$ cat src/rtl/ps2_scan_ctrl_if.sv
// Scan-code byte input and decoded-event output handshake of ps2_scan_ctrl.
// The master side is the receiver/consumer pair; the slave side is the sequencer.
`timescale 1ns/1ps
interface ps2_scan_ctrl_if;
  logic       byte_valid;
  logic [7:0] byte_data;
  logic       ev_valid;
  logic       ev_ready;
  logic [7:0] ev_code;
  logic       ev_ext;
  logic       ev_break;
  logic       ev_repeat;

  modport master (
    output byte_valid, byte_data, ev_ready,
    input  ev_valid, ev_code, ev_ext, ev_break, ev_repeat
  );

  modport slave (
    input  byte_valid, byte_data, ev_ready,
    output ev_valid, ev_code, ev_ext, ev_break, ev_repeat
  );
endinterface

$ cat src/rtl/ps2_scan_ctrl.sv
// PS/2 scan-code sequencer: E0/F0 prefix parsing, typematic repeat filtering,
// show-ahead event FIFO, key-held flag and two-digit BCD press counter.
`timescale 1ns/1ps
module ps2_scan_ctrl #(
  parameter int FIFO_DEPTH = 8,
  parameter int CW         = 4
) (
  input  logic          clk,
  input  logic          rst,
  ps2_scan_ctrl_if.slave bus,
  output logic [CW-1:0] fifo_count,
  output logic          overflow,
  output logic          key_down,
  output logic [7:0]    press_bcd
);
  localparam int AW = $clog2(FIFO_DEPTH);

  typedef enum logic [1:0] {IDLE, EXT, BRK, EXT_BRK} state_t;

  typedef struct packed {
    logic       ext;
    logic       brk;
    logic       rep;
    logic [7:0] code;
  } entry_t;

  state_t        state_q, state_d;
  logic          emit, emit_ext, emit_brk, is_ctrl, is_e0, is_f0;
  logic          held_q, hext_q;
  logic [7:0]    hcode_q;
  logic          is_rep, new_press, rel_match;
  logic [7:0]    bcd_next;
  entry_t        entry_d, head;
  entry_t        mem [FIFO_DEPTH];
  logic [AW-1:0] wr_ptr, rd_ptr;
  logic          full, push, pop;

  assign is_e0 = (bus.byte_data == 8'hE0);
  assign is_f0 = (bus.byte_data == 8'hF0);

  // NOTE: every always_comb output gets a default first so no path can infer a latch.
  always_comb begin
    is_ctrl = 1'b0;
    case (bus.byte_data)
      8'h00, 8'hAA, 8'hEE, 8'hFA, 8'hFE, 8'hFF: is_ctrl = 1'b1;
      default:                                  is_ctrl = 1'b0;
    endcase
  end

  always_comb begin
    state_d  = state_q;
    emit     = 1'b0;
    emit_ext = 1'b0;
    emit_brk = 1'b0;
    if (bus.byte_valid) begin
      if (is_ctrl) begin
        state_d = IDLE;
      end else begin
        case (state_q)
          IDLE: begin
            if (is_e0)      state_d = EXT;
            else if (is_f0) state_d = BRK;
            else            emit    = 1'b1;
          end
          EXT: begin
            if (is_f0)       state_d = EXT_BRK;
            else if (!is_e0) begin
              emit = 1'b1; emit_ext = 1'b1; state_d = IDLE;
            end
          end
          BRK: begin
            if (is_e0)       state_d = EXT_BRK;
            else if (!is_f0) begin
              emit = 1'b1; emit_brk = 1'b1; state_d = IDLE;
            end
          end
          EXT_BRK: begin
            if (!is_e0 && !is_f0) begin
              emit = 1'b1; emit_ext = 1'b1; emit_brk = 1'b1; state_d = IDLE;
            end
          end
          default: state_d = IDLE;
        endcase
      end
    end
  end

  // A make of the key already held is a typematic repeat, not a new press.
  assign is_rep    = emit && !emit_brk && held_q &&
                     ({emit_ext, bus.byte_data} == {hext_q, hcode_q});
  assign new_press = emit && !emit_brk && !is_rep;
  assign rel_match = emit && emit_brk && ({emit_ext, bus.byte_data} == {hext_q, hcode_q});
  assign entry_d   = '{ext: emit_ext, brk: emit_brk, rep: is_rep, code: bus.byte_data};

  always_comb begin
    bcd_next = press_bcd;
    if (press_bcd[3:0] == 4'd9) begin
      bcd_next[3:0] = 4'd0;
      bcd_next[7:4] = (press_bcd[7:4] == 4'd9) ? 4'd0 : press_bcd[7:4] + 4'd1;
    end else begin
      bcd_next[3:0] = press_bcd[3:0] + 4'd1;
    end
  end

  // A full FIFO still accepts a push when the head leaves in the same cycle.
  assign full = (fifo_count == CW'(FIFO_DEPTH));
  assign pop  = bus.ev_valid && bus.ev_ready;
  assign push = emit && (!full || pop);

  // NOTE: the storage array is deliberately not reset; the occupancy count alone says which entries are live.
  always_ff @(posedge clk) begin
    if (push) mem[wr_ptr] <= entry_d;
  end

  // NOTE: sequential state uses non-blocking assignments so all registers update from pre-edge values.
  always_ff @(posedge clk) begin
    if (rst) begin
      state_q    <= IDLE;
      wr_ptr     <= '0;
      rd_ptr     <= '0;
      fifo_count <= '0;
      overflow   <= 1'b0;
      held_q     <= 1'b0;
      hext_q     <= 1'b0;
      hcode_q    <= '0;
      press_bcd  <= '0;
    end else begin
      state_q <= state_d;
      if (push) wr_ptr <= wr_ptr + AW'(1);
      if (pop)  rd_ptr <= rd_ptr + AW'(1);
      case ({push, pop})
        2'b10:   fifo_count <= fifo_count + CW'(1);
        2'b01:   fifo_count <= fifo_count - CW'(1);
        default: fifo_count <= fifo_count;
      endcase
      if (emit && full && !pop) overflow <= 1'b1;
      if (new_press) begin
        held_q    <= 1'b1;
        hext_q    <= emit_ext;
        hcode_q   <= bus.byte_data;
        press_bcd <= bcd_next;
      end else if (rel_match) begin
        held_q <= 1'b0;
      end
    end
  end

  // Head fields are forced to zero while empty so reset and idle outputs are clean.
  assign head          = mem[rd_ptr];
  assign bus.ev_valid  = (fifo_count != '0);
  assign bus.ev_code   = bus.ev_valid ? head.code : 8'h00;
  assign bus.ev_ext    = bus.ev_valid && head.ext;
  assign bus.ev_break  = bus.ev_valid && head.brk;
  assign bus.ev_repeat = bus.ev_valid && head.rep;
  assign key_down      = held_q;
endmodule

$ cat src/flat_wrapper.sv
// flat-port wrapper written by rule: the top's interface ports become plain ports
module ps2_scan_ctrl_flat 
#(
  parameter int FIFO_DEPTH = 8,
  parameter int CW         = 4
)
  (clk, rst, fifo_count, overflow, key_down, press_bcd, bus_byte_valid, bus_byte_data, bus_ev_ready, bus_ev_valid, bus_ev_code, bus_ev_ext, bus_ev_break, bus_ev_repeat);
  ps2_scan_ctrl_if bus_i ();
  input  logic clk;
  input  logic rst;
  output logic [CW-1:0] fifo_count;
  output logic overflow;
  output logic key_down;
  output logic [7:0] press_bcd;
  input wire logic [$bits(bus_i.byte_valid)-1:0] bus_byte_valid;
  input wire logic [$bits(bus_i.byte_data)-1:0] bus_byte_data;
  input wire logic [$bits(bus_i.ev_ready)-1:0] bus_ev_ready;
  output wire logic [$bits(bus_i.ev_valid)-1:0] bus_ev_valid;
  output wire logic [$bits(bus_i.ev_code)-1:0] bus_ev_code;
  output wire logic [$bits(bus_i.ev_ext)-1:0] bus_ev_ext;
  output wire logic [$bits(bus_i.ev_break)-1:0] bus_ev_break;
  output wire logic [$bits(bus_i.ev_repeat)-1:0] bus_ev_repeat;
  assign bus_i.byte_valid = bus_byte_valid;
  assign bus_i.byte_data = bus_byte_data;
  assign bus_i.ev_ready = bus_ev_ready;
  assign bus_ev_valid = bus_i.ev_valid;
  assign bus_ev_code = bus_i.ev_code;
  assign bus_ev_ext = bus_i.ev_ext;
  assign bus_ev_break = bus_i.ev_break;
  assign bus_ev_repeat = bus_i.ev_repeat;
  ps2_scan_ctrl #(.FIFO_DEPTH(FIFO_DEPTH), .CW(CW)) u_core (.clk(clk), .rst(rst), .bus(bus_i), .fifo_count(fifo_count), .overflow(overflow), .key_down(key_down), .press_bcd(press_bcd));
endmodule
$ cat config.mk
export PLATFORM = sky130hd
export DESIGN_NAME = ps2_scan_ctrl_flat
export DESIGN_NICKNAME = d
export VERILOG_FILES = /design/src/rtl/ps2_scan_ctrl_if.sv /design/src/rtl/ps2_scan_ctrl.sv /design/src/flat_wrapper.sv
export SDC_FILE = /design/constraint.sdc
export NUM_CORES = 1
export LEC_CHECK = 0
export BUFFER_PORTS_ARGS = -buffer_cell sky130_fd_sc_hd__buf_2
export CAP_MARGIN = 20
export CORE_ASPECT_RATIO = 0.5
export CORE_MARGIN = 8
export CORE_UTILIZATION = 40
export DETAILED_ROUTE_END_ITERATION = 8
export PLACE_DENSITY_LB_ADDON = 0.12
export SLEW_MARGIN = 20
export SYNTH_ARGS = -nofsm -noshare
export SYNTH_HDL_FRONTEND = slang
export SYNTH_SLANG_ARGS = --single-unit
$ cat constraint.sdc
create_clock -name clk -period 4.2 [get_ports clk]
set_clock_uncertainty 0.2 [all_clocks]
set_input_delay 0.21 -clock clk [delete_from_list [all_inputs] [get_ports clk]]
set_output_delay 0.21 -clock clk [all_outputs]
set_load 0.02 [all_outputs]
Word-level counts from Yosys, hierarchy flattened
Memory sizes are Yosys's and may differ from the RTL's. A register that Yosys moved wholly into a read port is not among the register bits.
Cells that the tools add are included.
W data, S select, Z words.
{"block": "word_totals", "register_bits": 31, "ramBits": 88, "input_bits": 12, "word_cells": 101, "n_memories": 1}
{"block": "op_classes", "n_addsub": 6, "n_eq_ne": 20, "muxes": 34, "reduce_logical": 30}
{"name": "u_core.mem", "depth": 8, "width": 11, "rd": 1, "rd_ports_with_merged_regs": 1, "write_ports": 1, "line_no": "ps2_scan_ctrl.sv:34", "source": "entry_t mem [FIFO_DEPTH];"}
{"operator": "$eq A8 B8 Y1 const B", "count": 7}
{"operator": "$mux W1", "count": 16}
{"operator": "$mux W2", "count": 8}
{"operator": "$logic_and A1 B1 Y1", "count": 14}
{"operator": "$add A4 B1 Y4 const B", "count": 3}
{"operator": "$eq A4 B4 Y1 const B", "count": 3}
{"operator": "$eq A9 B9 Y1", "count": 1}
{"operator": "$logic_not A8 Y1", "count": 1}
{"operator": "$mux W4", "count": 2}
{"operator": "$mux W8", "count": 1}
{"operator": "$pmux W2 S4", "count": 1}
{"operator": "$pmux W4 S2", "count": 1}
{"operator": "$add A3 B1 Y3 const B", "count": 2}
{"operator": "$eq A2 B2 Y1 const B", "count": 3}
{"operator": "$logic_not A1 Y1", "count": 6}
{"operator": "$mux W3", "count": 2}
{"operator": "$reduce_or A6 Y1", "count": 1}
{"operator": "$reduce_and A5 Y1", "count": 1}
{"operator": "$eq A2 B1 Y1 const B", "count": 2}
{"operator": "$ne A4 B1 Y1 const B", "count": 1}
{"operator": "$ne A4 B2 Y1 const B", "count": 1}
{"operator": "$ne A4 B3 Y1 const B", "count": 1}
{"operator": "$pmux W1 S2", "count": 2}
{"operator": "$reduce_bool A2 Y1", "count": 2}
{"operator": "other kinds (8)", "count": 8}

Longest topological paths before layout
{"block": "logic_depth", "word_depth": 14, "mapped_depth": 13, "depth_no_buf": 11}

Worst setup path after synthesis
OpenSTA, ideal clock, no wires.
{"block": "synth_path", "path_type": "input-to-reg", "start": "input bus_byte_data[6]", "end": "memory u_core.mem[0][0] in the netlist's numbering (enable)", "t_arrival_ns": 2.456, "required_time_ns": 3.592, "slack_ns": 1.136, "path_stages": 7, "path_buffers": 2, "path_cell_list": "buf_2 > nand3_1 > o21ai_0 > nor4_2 > buf_2 > nand2_1 > nor4_1"}
{"block": "synth_between", "elab_chain_cells": 10, "word_cells_on_any_way": 24, "classes_between": "7 x eq/ne; 11 x mux; 6 x reduce/logical"}
{"element": "from (decl)", "line_no": "flat_wrapper.sv:16", "source": "input wire logic [$bits(bus_i.byte_data)-1:0] bus_byte_data;"}
{"element": "$eq A8 B8 Y1 (on tied branches)", "line_no": "ps2_scan_ctrl.sv:38, ps2_scan_ctrl.sv:39"}
{"element": "$logic_not A1 Y1"}
{"element": "$logic_and A1 B1 Y1", "line_no": "ps2_scan_ctrl.sv:78", "source": "if (!is_e0 && !is_f0) begin"}
{"element": "$mux W1", "line_no": "ps2_scan_ctrl.sv:78"}
{"element": "$pmux W1 S3", "line_no": "ps2_scan_ctrl.sv:59", "source": "case (state_q)"}
{"element": "$mux W1 *", "line_no": "ps2_scan_ctrl.sv:56", "source": "if (is_ctrl) begin"}
{"element": "$mux W1 *", "line_no": "ps2_scan_ctrl.sv:55", "source": "if (bus.byte_valid) begin"}
{"element": "$logic_and A1 B1 Y1 *", "line_no": "ps2_scan_ctrl.sv:108", "source": "assign push = emit && (!full || pop);"}
{"element": "$mux W1 *", "line_no": "ps2_scan_ctrl.sv:112", "source": "if (push) mem[wr_ptr] <= entry_d;"}
{"element": "$mux W1 (not written as such) *", "line_no": "ps2_scan_ctrl.sv:112"}
{"element": "to (decl)", "line_no": "ps2_scan_ctrl.sv:34"}
Every way passes the cells marked *; elsewhere a longest branch is shown, timed or not.

Final worst setup path
{"block": "layout_path", "start": "input bus_byte_data[1]", "end": "register u_core.fifo_count[2]"}
{"block": "layout_between", "elab_chain_cells": 10, "word_cells_on_any_way": 26, "classes_between": "9 x eq/ne; 10 x mux; 7 x reduce/logical"}
{"element": "$eq A8 B8 Y1 (on tied branches)", "line_no": "ps2_scan_ctrl.sv:38, ps2_scan_ctrl.sv:39"}
{"element": "$logic_not A1 Y1"}
{"element": "$logic_and A1 B1 Y1", "line_no": "ps2_scan_ctrl.sv:78"}
{"element": "$mux W1", "line_no": "ps2_scan_ctrl.sv:78"}
{"element": "$pmux W1 S3", "line_no": "ps2_scan_ctrl.sv:59"}
{"element": "$mux W1 *", "line_no": "ps2_scan_ctrl.sv:56"}
{"element": "$mux W1 *", "line_no": "ps2_scan_ctrl.sv:55"}
{"element": "$logic_and A1 B1 Y1 *", "line_no": "ps2_scan_ctrl.sv:108"}
{"element": "$eq A2 B1 Y1 / $eq A2 B2 Y1 (equally long branches)", "line_no": "ps2_scan_ctrl.sv:131", "source": "case ({push, pop})"}
{"element": "$pmux W4 S2 / $reduce_bool A2 Y1 (equally long branches)"}
{"element": "to (signal assigned)", "line_no": "ps2_scan_ctrl.sv:132", "source": "2'b10: fifo_count <= fifo_count + CW'(1);"}
{"element": "to (signal assigned)", "line_no": "ps2_scan_ctrl.sv:133", "source": "2'b01: fifo_count <= fifo_count - CW'(1);"}
{"element": "to (signal assigned)", "line_no": "ps2_scan_ctrl.sv:134", "source": "default: fifo_count <= fifo_count;"}
{"element": "to (decl)", "line_no": "ps2_scan_ctrl.sv:11", "source": "output logic [CW-1:0] fifo_count,"}
Marked as above.
A chain may end at the register's enable or synchronous reset.

==> results.md <==
* Commonest cells post-synth: edfxtp_1 (88), dfxtp_1 (34), nor2_1 (32)
* Synth warn at 0
* Layout Cells excl Fill at 601
* Area contributors post-synth: edfxtp_1 (51%), dfxtp_1 (13%), mux4_2 (9.5%)
* Die X at 177.5 um
* Synthesized Nets at 382
* Status: finished clean
* Gr ovfl total at 0
* Worst-path clk slew at 60 ps
* Area share of the largest cell type after synthesis at 0.5068
* Setup Crit Path Kind: input port to flip-flop
* Critical path endpoint category: flip-flop
* Seq/Total Area, Yosys at 0.6374
* Clk sink count at 122
* Avg Inst Size Synth at 14.28 um^2
* Initial antenna violation count at 0
* Hold endpoint: u_core.wr_ptr[1]$_SDFFE_PP0P_
* CTS Buffer Depth at 2
* Vias per cell at 5.483
* Worst-Margin Slew at 808.3 ps
* Layout Nets at 435
* Hold Crit Depth at 4
* Post-CTS setup buffer count at 0
* Final setup viols at 0
* Cells on worst reg2reg path at 11
* Clock Tree Root: clkbuf_16
* DRC at 0
* Crit path DAT at 3500 ps
* Most numerous cell in the Yosys netlist: edfxtp_1
* Crit-path max FO at 15
* FF-to-FF setup slack at 1370 ps
* Vias at 3295
* Post-synth top flop: edfxtp_1
* Hold Crit Class: input port to flip-flop
* Share of flip-flops with an asynchronous set or reset at 0
* Pwr Density at 586.7 mW/mm^2
* Max-cap violation count at 0
* Row cnt at 29
* Synthesized area at 0.005214 mm^2
* Die height at 96.73 um
* Setup TNS at 0 ps
* DRT Wirelength at 11480 um
* Post-DR wirelength/cell at 19.10 um
* Pin count of the biggest net entering global routing at 36
* Mapped Cells at 365
* Antenna diodes at 0
* Synth area leader: edfxtp_1
* Initial DRC Count at 247
* Drt pass-1 iters at 4
* Worst flop-to-flop path endpoint: u_core.fifo_count[2]$_SDFFE_PP0P_
* Post-placement cell area at 0.005610 mm^2
* Maximum vdd drop at 0.2948 mV
* Post-synth EDFFs at 88
* Gp weighted congestion at 0.7834
* Post-layout min period at 3361 ps
* Share of layout cells above drive strength 1 at 0.2645
* Vias in the first global route at 3436
* Io pins at 38
* Num CTS Buffers at 17
* Die Area at 0.01717 mm^2
* Worst-Skew Late Latency at 430 ps
* CP startpoint kind: input port
* H-Tree Depth at 4
* Reg2reg start: u_core.fifo_count[0]$_SDFFE_PP0P_
* Starting Density at 0.4105
* Post-synth cell types at 44
* PortBufs at 37
* Antenna-violating nets left at 0
* Slew margin rel. at 0.4604
* Max Clock Freq at 297.5 MHz
* Hold Vio Cnt, Final at 0
* Critical Path Start: bus_byte_data[1]
* First-pass GRT wire length at 18400 um
* CTS tree: done
* Layout area overhead at 20.69%
* Dpl cells at 560
* Design Area, Final at 0.006292 mm^2
* DP HPWL at 7117 um
* CORE AREA at 0.01270 mm^2
* Total GRT Usage at 0.1399
* Final worst path period share at 0.8002
* #FFs+latches synth at 122
* Hold_sp: bus_ev_ready
* Fin. max-slew vios at 0
* Critical Path RT at 4340 ps
* Leakage at 0.002209 uW
* RSZ-0062 raised after global routing: no
cells in the final DEF (no fill, tap or decap), types with 5 or more instances in the layout:
master         instances
a21oi_1               23
buf_2                 37
buf_4                 12
clkbuf_16             17
clkinv_4               6
dfxtp_1               33
dlygate4sd3_1          9
edfxtp_1              88
ha_1                   5
inv_1                  5
mux2i_1               13
mux4_2                22
nand2_1                6
nand3_1                5
nand4_1               20
nor2_1                32
nor2b_1                7
nor3_1                 6
o21ai_0                7
o31ai_1               12
xor2_1                14
worst max path at each step:
| stage | to | slack [ps] |
|---|---|---|
| floorplan | u_core.mem[0][0]$_DFFE_PP_ | 1140 |
| global placement | u_core.fifo_count[2]$_SDFFE_PP0P_ | 1180 |
| detailed placement | u_core.fifo_count[2]$_SDFFE_PP0P_ | 1000 |
| CTS | u_core.fifo_count[2]$_SDFFE_PP0P_ | 860 |
| global route | u_core.fifo_count[2]$_SDFFE_PP0P_ | 650 |
| finish | u_core.fifo_count[2]$_SDFFE_PP0P_ | 840 |
sequential cells by signal, indices dropped and copies added (netlist names), 2 cells and up, named ones only:
signal	count
u_core.fifo_count	4
u_core.hcode_q	8
u_core.mem	88
u_core.press_bcd	8
u_core.rd_ptr	3
u_core.state_q	2
u_core.wr_ptr	3
cells by family (layout without fill, tap and decap cells):
| family | after synthesis | after routing | share of synthesized area |
|---|---|---|---|
| compound gates | 51 | 51 | 0.06168 |
| xor+xnor | 15 | 15 | 0.02520 |
| fa+ha+maj | 5 | 5 | 0.01200 |
| buf+inv | 30 | 96 | 0.02592 |
| flops | 122 | 122 | 0.6374 |
| mux | 38 | 38 | 0.1265 |
| simple gates | 104 | 104 | 0.1114 |
metrics by stage:
stage | total power, uW | hold slack (ps) | setup slack (ps) | utilization
2_1_floorplan | 2024 | 108.9 | 1136 | -
3_3_place_gp | 2271 | 260.4 | 1178 | 0.4418
3_5_place_dp | 2292 | 264.5 | 1001 | 0.4418
4_1_cts | 3739 | 85.77 | 856.9 | 0.4954
5_1_grt | 3856 | 133.6 | 650.8 | 0.4955
6_report | 3692 | 94.01 | 839.1 | 0.4955
layer usage:
layer	track usage	vias up	share of wire	wire, um
met3	0.04383	6	0.065	747
li1	-	1536	-	-
met4	0.05987	0	0.0081	93
met2	0.2100	97	0.46	5322
met1	0.1836	1656	0.46	5316
met5	0	-	0	0
area by class of cell:
type	count	area, um^2
sequential	122	3324
multi-input combinational	213	1777
fill	1130	6407
clock buffer	17	425.4
timing repair buffer	58	365.4
tap	170	212.7
clock inverter	15	165.2
inverter	6	22.52
power breakdown:
| part | leakage, uW | internal (uW) | switching (uW) |
|---|---|---|---|
| sequential | 0.00108 | 1350 | 68.0 |
| clock | 0.000289 | 881 | 556 |
| combinational | 0.000839 | 354 | 480 |
| total | 0.00221 | 2590 | 1100 |
worst max-delay path: stages:
cell           delay (ps)
dlygate4sd3_1         540
buf_2                 220
or3_1                 410
a211oi_1              480
nor4_4                 90
nand2_1               210
ha_1                  300
xor2_1                190
ha_1                  180
a21oi_1                60
xor2_1                170
or3_1                 310
a21oi_1               140
timing repair:
item,4_1_cts,5_1_grt
hold buffers,9,0
endpoints found under the hold margin,70,0
gates resized for setup,0,0
setup endpoints to repair,0,0
Power figures use the tool's default switching activity.
